==> src/rtl/cond_pkg.sv <==
// Shared constants for the condition unit:
// condition codes, flag bit positions, flag-write selects.
package cond_pkg;

  localparam logic [3:0] COND_EQ = 4'b0000;
  localparam logic [3:0] COND_NE = 4'b0001;
  localparam logic [3:0] COND_CS = 4'b0010;
  localparam logic [3:0] COND_CC = 4'b0011;
  localparam logic [3:0] COND_MI = 4'b0100;
  localparam logic [3:0] COND_PL = 4'b0101;
  localparam logic [3:0] COND_VS = 4'b0110;
  localparam logic [3:0] COND_VC = 4'b0111;
  localparam logic [3:0] COND_HI = 4'b1000;
  localparam logic [3:0] COND_LS = 4'b1001;
  localparam logic [3:0] COND_GE = 4'b1010;
  localparam logic [3:0] COND_LT = 4'b1011;
  localparam logic [3:0] COND_GT = 4'b1100;
  localparam logic [3:0] COND_LE = 4'b1101;
  localparam logic [3:0] COND_AL = 4'b1110;
  localparam logic [3:0] COND_NV = 4'b1111;

  localparam int FLAG_N = 3;
  localparam int FLAG_Z = 2;
  localparam int FLAG_C = 1;
  localparam int FLAG_V = 0;

  localparam int FW_NZ = 1;
  localparam int FW_CV = 0;

endpackage

==> src/rtl/cond_check.sv <==
// Pure combinational condition-code test
// of Cond against the architectural flags.
module cond_check
  import cond_pkg::*;
(
  input  logic [3:0] cond_i,
  input  logic [3:0] flags_i,
  output logic       pass_o
);

  logic n, z, c, v;
  logic ge;

  assign n  = flags_i[FLAG_N];
  assign z  = flags_i[FLAG_Z];
  assign c  = flags_i[FLAG_C];
  assign v  = flags_i[FLAG_V];
  assign ge = (n == v);

  // decode the 4-bit condition field
  always_comb begin
    pass_o = 1'b0;
    unique case (cond_i)
      COND_EQ: pass_o = z;
      COND_NE: pass_o = ~z;
      COND_CS: pass_o = c;
      COND_CC: pass_o = ~c;
      COND_MI: pass_o = n;
      COND_PL: pass_o = ~n;
      COND_VS: pass_o = v;
      COND_VC: pass_o = ~v;
      COND_HI: pass_o = c & ~z;
      COND_LS: pass_o = ~c | z;
      COND_GE: pass_o = ge;
      COND_LT: pass_o = ~ge;
      COND_GT: pass_o = ~z & ge;
      COND_LE: pass_o = z | ~ge;
      COND_AL: pass_o = 1'b1;
      COND_NV: pass_o = 1'b0;
      default: pass_o = 1'b0;
    endcase
  end

endmodule

==> src/rtl/cond_unit.sv <==
// Conditional-execute unit: gates writes,
// owns NZCV flags and exec/skip counters.
module cond_unit
  import cond_pkg::*;
#(
  parameter int CNT_W = 16
) (
  input  logic             clk,
  input  logic             reset,
  input  logic             InstrValid,
  input  logic [3:0]       Cond,
  input  logic [3:0]       ALUFlags,
  input  logic [1:0]       FlagW,
  input  logic             PCS,
  input  logic             RegW,
  input  logic             MemW,
  input  logic             NoWrite,
  input  logic             CntClr,
  output logic             PCSrc,
  output logic             RegWrite,
  output logic             MemWrite,
  output logic             CondEx,
  output logic             CondExDelayed,
  output logic [3:0]       Flags,
  output logic [CNT_W-1:0] ExecCount,
  output logic [CNT_W-1:0] SkipCount
);

  logic [3:0]       flags_q, flags_d;
  logic             cxd_q, cxd_d;
  logic [CNT_W-1:0] exec_q, exec_d;
  logic [CNT_W-1:0] skip_q, skip_d;
  logic             pass;
  logic             cond_ex;

  // Evaluated from the registered flags so a
  // flag write is seen only on the next cycle.
  cond_check u_check (
    .cond_i  (Cond),
    .flags_i (flags_q),
    .pass_o  (pass)
  );

  assign cond_ex  = InstrValid & pass;
  assign CondEx   = cond_ex;
  assign PCSrc    = PCS & cond_ex;
  assign RegWrite = RegW & cond_ex & ~NoWrite;
  assign MemWrite = MemW & cond_ex;

  assign Flags         = flags_q;
  assign CondExDelayed = cxd_q;
  assign ExecCount     = exec_q;
  assign SkipCount     = skip_q;

  // flag update: only executed instructions write,
  // and only the selected flag pairs
  always_comb begin
    flags_d = flags_q;
    if (cond_ex && FlagW[FW_NZ]) begin
      flags_d[FLAG_N] = ALUFlags[FLAG_N];
      flags_d[FLAG_Z] = ALUFlags[FLAG_Z];
    end
    if (cond_ex && FlagW[FW_CV]) begin
      flags_d[FLAG_C] = ALUFlags[FLAG_C];
      flags_d[FLAG_V] = ALUFlags[FLAG_V];
    end
  end

  // delayed CondEx tracks valid instructions only
  always_comb begin
    cxd_d = cxd_q;
    if (InstrValid) cxd_d = cond_ex;
  end

  // saturating counters; clear beats increment
  always_comb begin
    exec_d = exec_q;
    skip_d = skip_q;
    if (CntClr) begin
      exec_d = '0;
      skip_d = '0;
    end else if (InstrValid) begin
      if (cond_ex) begin
        if (exec_q != {CNT_W{1'b1}})
          exec_d = exec_q + CNT_W'(1);
      end else begin
        if (skip_q != {CNT_W{1'b1}})
          skip_d = skip_q + CNT_W'(1);
      end
    end
  end

  // state registers, async active-low reset
  always_ff @(posedge clk or negedge reset) begin
    if (!reset) begin
      flags_q <= 4'b0000;
      cxd_q   <= 1'b0;
      exec_q  <= '0;
      skip_q  <= '0;
    end else begin
      flags_q <= flags_d;
      cxd_q   <= cxd_d;
      exec_q  <= exec_d;
      skip_q  <= skip_d;
    end
  end

endmodule

==> config.mk <==
export PLATFORM = sky130hd
export DESIGN_NAME = cond_unit
export DESIGN_NICKNAME = d
export VERILOG_FILES = /design/src/rtl/cond_pkg.sv /design/src/rtl/cond_check.sv /design/src/rtl/cond_unit.sv
export SDC_FILE = /design/constraint.sdc
export NUM_CORES = 1
export LEC_CHECK = 0
export CORE_ASPECT_RATIO = 0.9
export CORE_MARGIN = 4
export CORE_UTILIZATION = 40
export CTS_BUF_LIST = sky130_fd_sc_hd__clkbuf_8 sky130_fd_sc_hd__clkbuf_16
export DETAILED_ROUTE_END_ITERATION = 10
export HOLD_SLACK_MARGIN = 0.05
export PLACE_DENSITY_LB_ADDON = 0.3
export SYNTH_ARGS = -nofsm -noshare
export SYNTH_HDL_FRONTEND = slang
export SYNTH_SLANG_ARGS = --single-unit
==> constraint.sdc <==
create_clock -name clk -period 3 [get_ports clk]
set_input_delay 0.6 -clock clk [delete_from_list [all_inputs] [get_ports clk]]
set_output_delay 0.6 -clock clk [all_outputs]
set_load 0.005 [all_outputs]
[After elaboration in Yosys (flattened, before gate mapping)]
Cells that the tools add are included.
Widths: inputs -> output; s select.
Cells by class
  add/sub/neg operators: 2
  equality and inequality tests: 19
  muxes and demuxes: 9
  bitwise logic cells: 15
  reduce and logical (&&, ||, !) cells: 9
Operator list (count)
  $mux 16: 8
  $add 16x1->16 const B: 2
  $eq 4x4->1 const B: 8
  $ne 16x16->1 const B: 2
  $eq 4x3->1 const B: 4
  $pmux 1 s16: 1
  $eq 4x2->1 const B: 2
  $reduce_bool 2->1: 4
  $and 1x1->1: 7
  $not 1->1: 6
  $reduce_and 3->1: 2
  $eq 4x1->1 const B: 1
  $logic_not 4->1: 1
  $logic_and 1x1->1: 2
  $ne 2x2->1 const B: 1
  $or 1x1->1: 2
  $eq 1x1->1: 1
Storage, ports and cells
  register bits: 37
  output and inout port bits: 41
  logic and storage cells: 59

[Logic depth before layout (Yosys ltp)]
  depth in word-level cells: 8
  depth in mapped cells: 9
  gate-level depth less buffers: 7

[Modules after synthesis]
A second synthesis with hierarchy kept.
Second synthesis, totals
  cells, all modules: 235
  area, all modules: 2272.2 sq um
Modules (own cells, without submodules)
  cond_unit: times used 1, cells an instance 212, area each 2117.0 sq um
  cond_check: times used 1, cells an instance 23, area each 155.1 sq um

[Worst setup path before layout]
Ideal clock, no wire load.
  path type: input port to output port
  from: input Cond[1]
  to: output RegWrite
  arrival: 2.143 ns
  data required time: 2.400 ns
  slack: 0.257 ns
  stages on the path: 8
  buffers on the path: 2
  cells stage by stage: buf_6 nor4b_1 a21oi_1 and4_1 o21ai_0 clkbuf_1 nand2_1 and3b_1
On the way
  longest elaborated chain between the ends: 5
RTL lines
  from (decl): line cond_unit.sv:11  | input logic [3:0] Cond,
  $eq 4x4->1, or another cell as far along: line cond_check.sv:23  | unique case (cond_i)
  $pmux 1 s16 *: line cond_check.sv:23
  $and 1x1->1 *: line cond_unit.sv:44  | assign cond_ex = InstrValid & pass;
  via CondEx: line cond_unit.sv:22  | output logic CondEx,
  $and 1x1->1 * (2 in a row): line cond_unit.sv:47  | assign RegWrite = RegW & cond_ex & ~NoWrite;
  to (decl): line cond_unit.sv:20  | output logic RegWrite,
Mark *: on every way through the listed nets, which the timed path passes. The rest lies on a longest branch.

[Worst setup path after layout]
  from: input Cond[1]
  to: register skip_q[14], in the netlist SkipCount[14]
On the way
  longest elaborated chain between the ends: 5
RTL lines
  $eq 4x4->1, or another cell as far along: line cond_check.sv:23
  $pmux 1 s16 *: line cond_check.sv:23
  $and 1x1->1 *: line cond_unit.sv:44
  $ne 2x2->1 (no source line) *
  $reduce_and 3->1 (no source line) *
  to (signal assigned): line cond_unit.sv:104  | skip_q <= skip_d;
  to (decl): line cond_unit.sv:32  | logic [CNT_W-1:0] skip_q, skip_d;
Every way passes the cells marked *; elsewhere a longest branch is shown, timed or not.
A chain may end at the register's enable or synchronous reset.

==> results.cfg <==
[power_and_ir_drop]
peakVddDrop_v = 0.0003149
power_leakage_nw = 1.347
power_density_mw_per_mm2 = 438.4

[finish]
multi_input_area_mm2 = 0.001408
ff_latch_area_um2 = 925.9
fin_cells = 404
final_nets = 353
final_cell_area_mm2 = 0.003314
syn_to_final_growth_pct = 40.01
fill_cells = 533
drive_above_1_share = 0.1886
antennaDiodeCount = 0

[sta]
fmax_ghz = 0.3561
fin_skew_ns = 0.003320
whs_ns = 0.4842
timing.final.crit_share = 0.9360
tightest_slew_ns = 0.7508
grt_setup_unrepaired = no
slew_headroom = 0.4949
hold_viol_final = 0
finalSetupViolCount = 0
finalMaxSlewViolations = 0
min_period_ns = 2.808

[drt]
drt_iter0_drc = 152
remaining_drc_errors = 0
wirelength_um = 6420
via_per_inst = 5.698
routedWlPerCell_um = 15.89
firstDrtPassIters = 4
ant_nets = 0
vias = 2302

[logic_synthesis]
ys_warn_count = 0
synth-edff-count = 0
async_reset_ff_frac = 1.000
synthFlopType = dfrtp_1
yosys.area.top_type = dfrtp_1
synthTopCellsByArea = dfrtp_1 (39%), mux2_2 (7.1%), nor2b_1 (4.2%)
synth_most_common_cell = dfrtp_1
netlist_instances = 258
netlist_area_mm2 = 0.002367
synth_top_area_frac = 0.3911
ys_seq_area_frac = 0.3911
ys_ff_latch = 37
yosys-top-cells-count = dfrtp_1 (37), nor2_1 (23), a21oi_1 (18), nand3_1 (18), nor2b_1 (16)
yosysUniqueCellTypes = 45
synthesis.nets = 278
syn_area_per_cell_um2 = 9.175

[global_route]
grtUsageMet1 = 0.2420
antenna_found_initial = 0
top_usage_layer = met2
grtUsageMet2 = 0.3255
grt_pass1_vias = 2361
grt_use_total = 0.1893
grtUsageMet3 = 0.04158
grt-ovfl-total = 0
grt_pass1_wl_um = 10920
grt_max_degree = 48

[die]
initial_core_util = 0.4158
coreArea_mm2 = 0.005693
dieArea_mm2 = 0.007215
num_rows = 26
die_y_um = 80.98
die_w_um = 89.09
pin_count = 59

[run]
maxCapViolCount = 0

[placement]
dp.cells = 393
portBuffers = 58
place_hpwl_um = 4454
place.gp.congestion = 0.8601
placed_area_mm2 = 0.003134

[setup_path]
critPathRequiredTime_ns = 3.21
arrival_ns = 3.02
critPathKind = in2reg
cp_max_fo = 13
end_kind = flop
crit_path_start_kind = input port

[clocking]
clk_pin_slew_worst_paths_ns = 0.08
cts_tree = yes
cts_buffers = 5
clock_latency_ns = 0.29
htreeDepth = 2
cts.path.max_buffers = 2
clockRootBuffer = clkbuf_8
cts_sinks = 37

[status]
status = finished, final reports clean

[worst_hold_path]
hp-class = reg2reg
## where the power goes
part | switching [W] | internal [W] | total, W
logic | 0.000199 | 0.000266 | 0.000465
registers | 0.0000561 | 0.000540 | 0.000596
clock network | 0.000185 | 0.000208 | 0.000393
## final cells by class
cell class	count	area share
Multi-Input combinational cell	203	0.4247
Sequential cell	37	0.2794
Timing Repair Buffer	81	0.2333
Clock buffer	7	0.02907
Tap cell	70	0.02643
Inverter	5	0.005663
Clock inverter	1	0.001510
## sequential cells by signal, summed over array words and instances (netlist names)
name	cells
CondExDelayed	1
ExecCount	16
Flags	4
SkipCount	16
## stage by stage
| step | setup WS, ns | total power, W | util | TNS (ns) |
|---|---|---|---|---|
| 3_5_place_dp | -0.3049 | 0.001034 | 0.5505 | -3.171 |
| 5_1_grt | 0.1190 | 0.001535 | 0.5822 | 0 |
| 4_1_cts | 0.09542 | 0.001444 | 0.5736 | 0 |
| 3_3_place_gp | -0.2416 | 0.001024 | 0.5505 | -2.747 |
| 6_report | 0.1920 | 0.001453 | 0.5822 | 0 |
| 2_1_floorplan | 0.2567 | 0.0007923 | - | 0 |
## placed cells by master, fill, tap and decap left out, types with 4 or more instances in the layout
cell type         n
mux2_2           15
a21boi_0          4
nor2_1           23
o41ai_1           4
dfrtp_1          37
inv_1             5
nand4_1          10
nor2b_1          16
a21oi_1          14
a21oi_2           4
a211oi_1          9
and3_1            7
o31ai_1           8
or4_1             5
buf_4            21
clkdlybuf4s50_1  50
dlygate4sd2_1     6
clkbuf_8          7
nand2_1           9
nand3_1          18
or3_1             4
## cell families (layout without fill, tap and decap cells)
group,Yosys count,count (layout),share of synthesized area
flops,37,37,0.3911
mux,20,20,0.09408
simple gates,121,121,0.2928
xor+xnor,2,2,0.007401
compound gates,58,58,0.1691
buf+inv,18,94,0.03488
fa+ha+maj,2,2,0.01057
## timing repair
item | CTS | global route
pin swaps | 4 | 3
cloned | 0 | 1
hold buffers | 0 | 0
endpoints found under the setup margin | 4 | 9
resized for setup | 15 | 8
setup buffers | 1 | 1
## final timing paths
| path | start | end | slack, ns | depth (start not counted) |
|---|---|---|---|---|
| worst max-delay path | Cond[1] | SkipCount[14] | 0.19 | 9 |
| worst min-delay path | CondExDelayed | CondExDelayed | 0.48 | 1 |
| worst max register to register | Flags[2] | SkipCount[14] | 0.41 | 8 |
| worst min register to register | CondExDelayed | CondExDelayed | 0.48 | 1 |
| max in group asynchronous | reset | SkipCount[5] | 1.91 | 2 |
| min in group asynchronous | reset | Flags[1] | 0.74 | 2 |
## worst max-delay path, cell delays in order
cell and delay, ns:
dlygate4sd2_1 0.27, buf_4 0.17, o41a_1 0.43, buf_4 0.15, buf_4 0.12, a2111o_1 0.45, buf_12 0.17, or4b_1 0.49
a21oi_1 0.16
## routing by layer
metal  part of all wire  vias up
met1               0.45     1109
met3              0.065        5
li1                   -     1126
met2               0.48       62
met5                  0        -
met4             0.0075        0
Power figures use the tool's default switching activity.
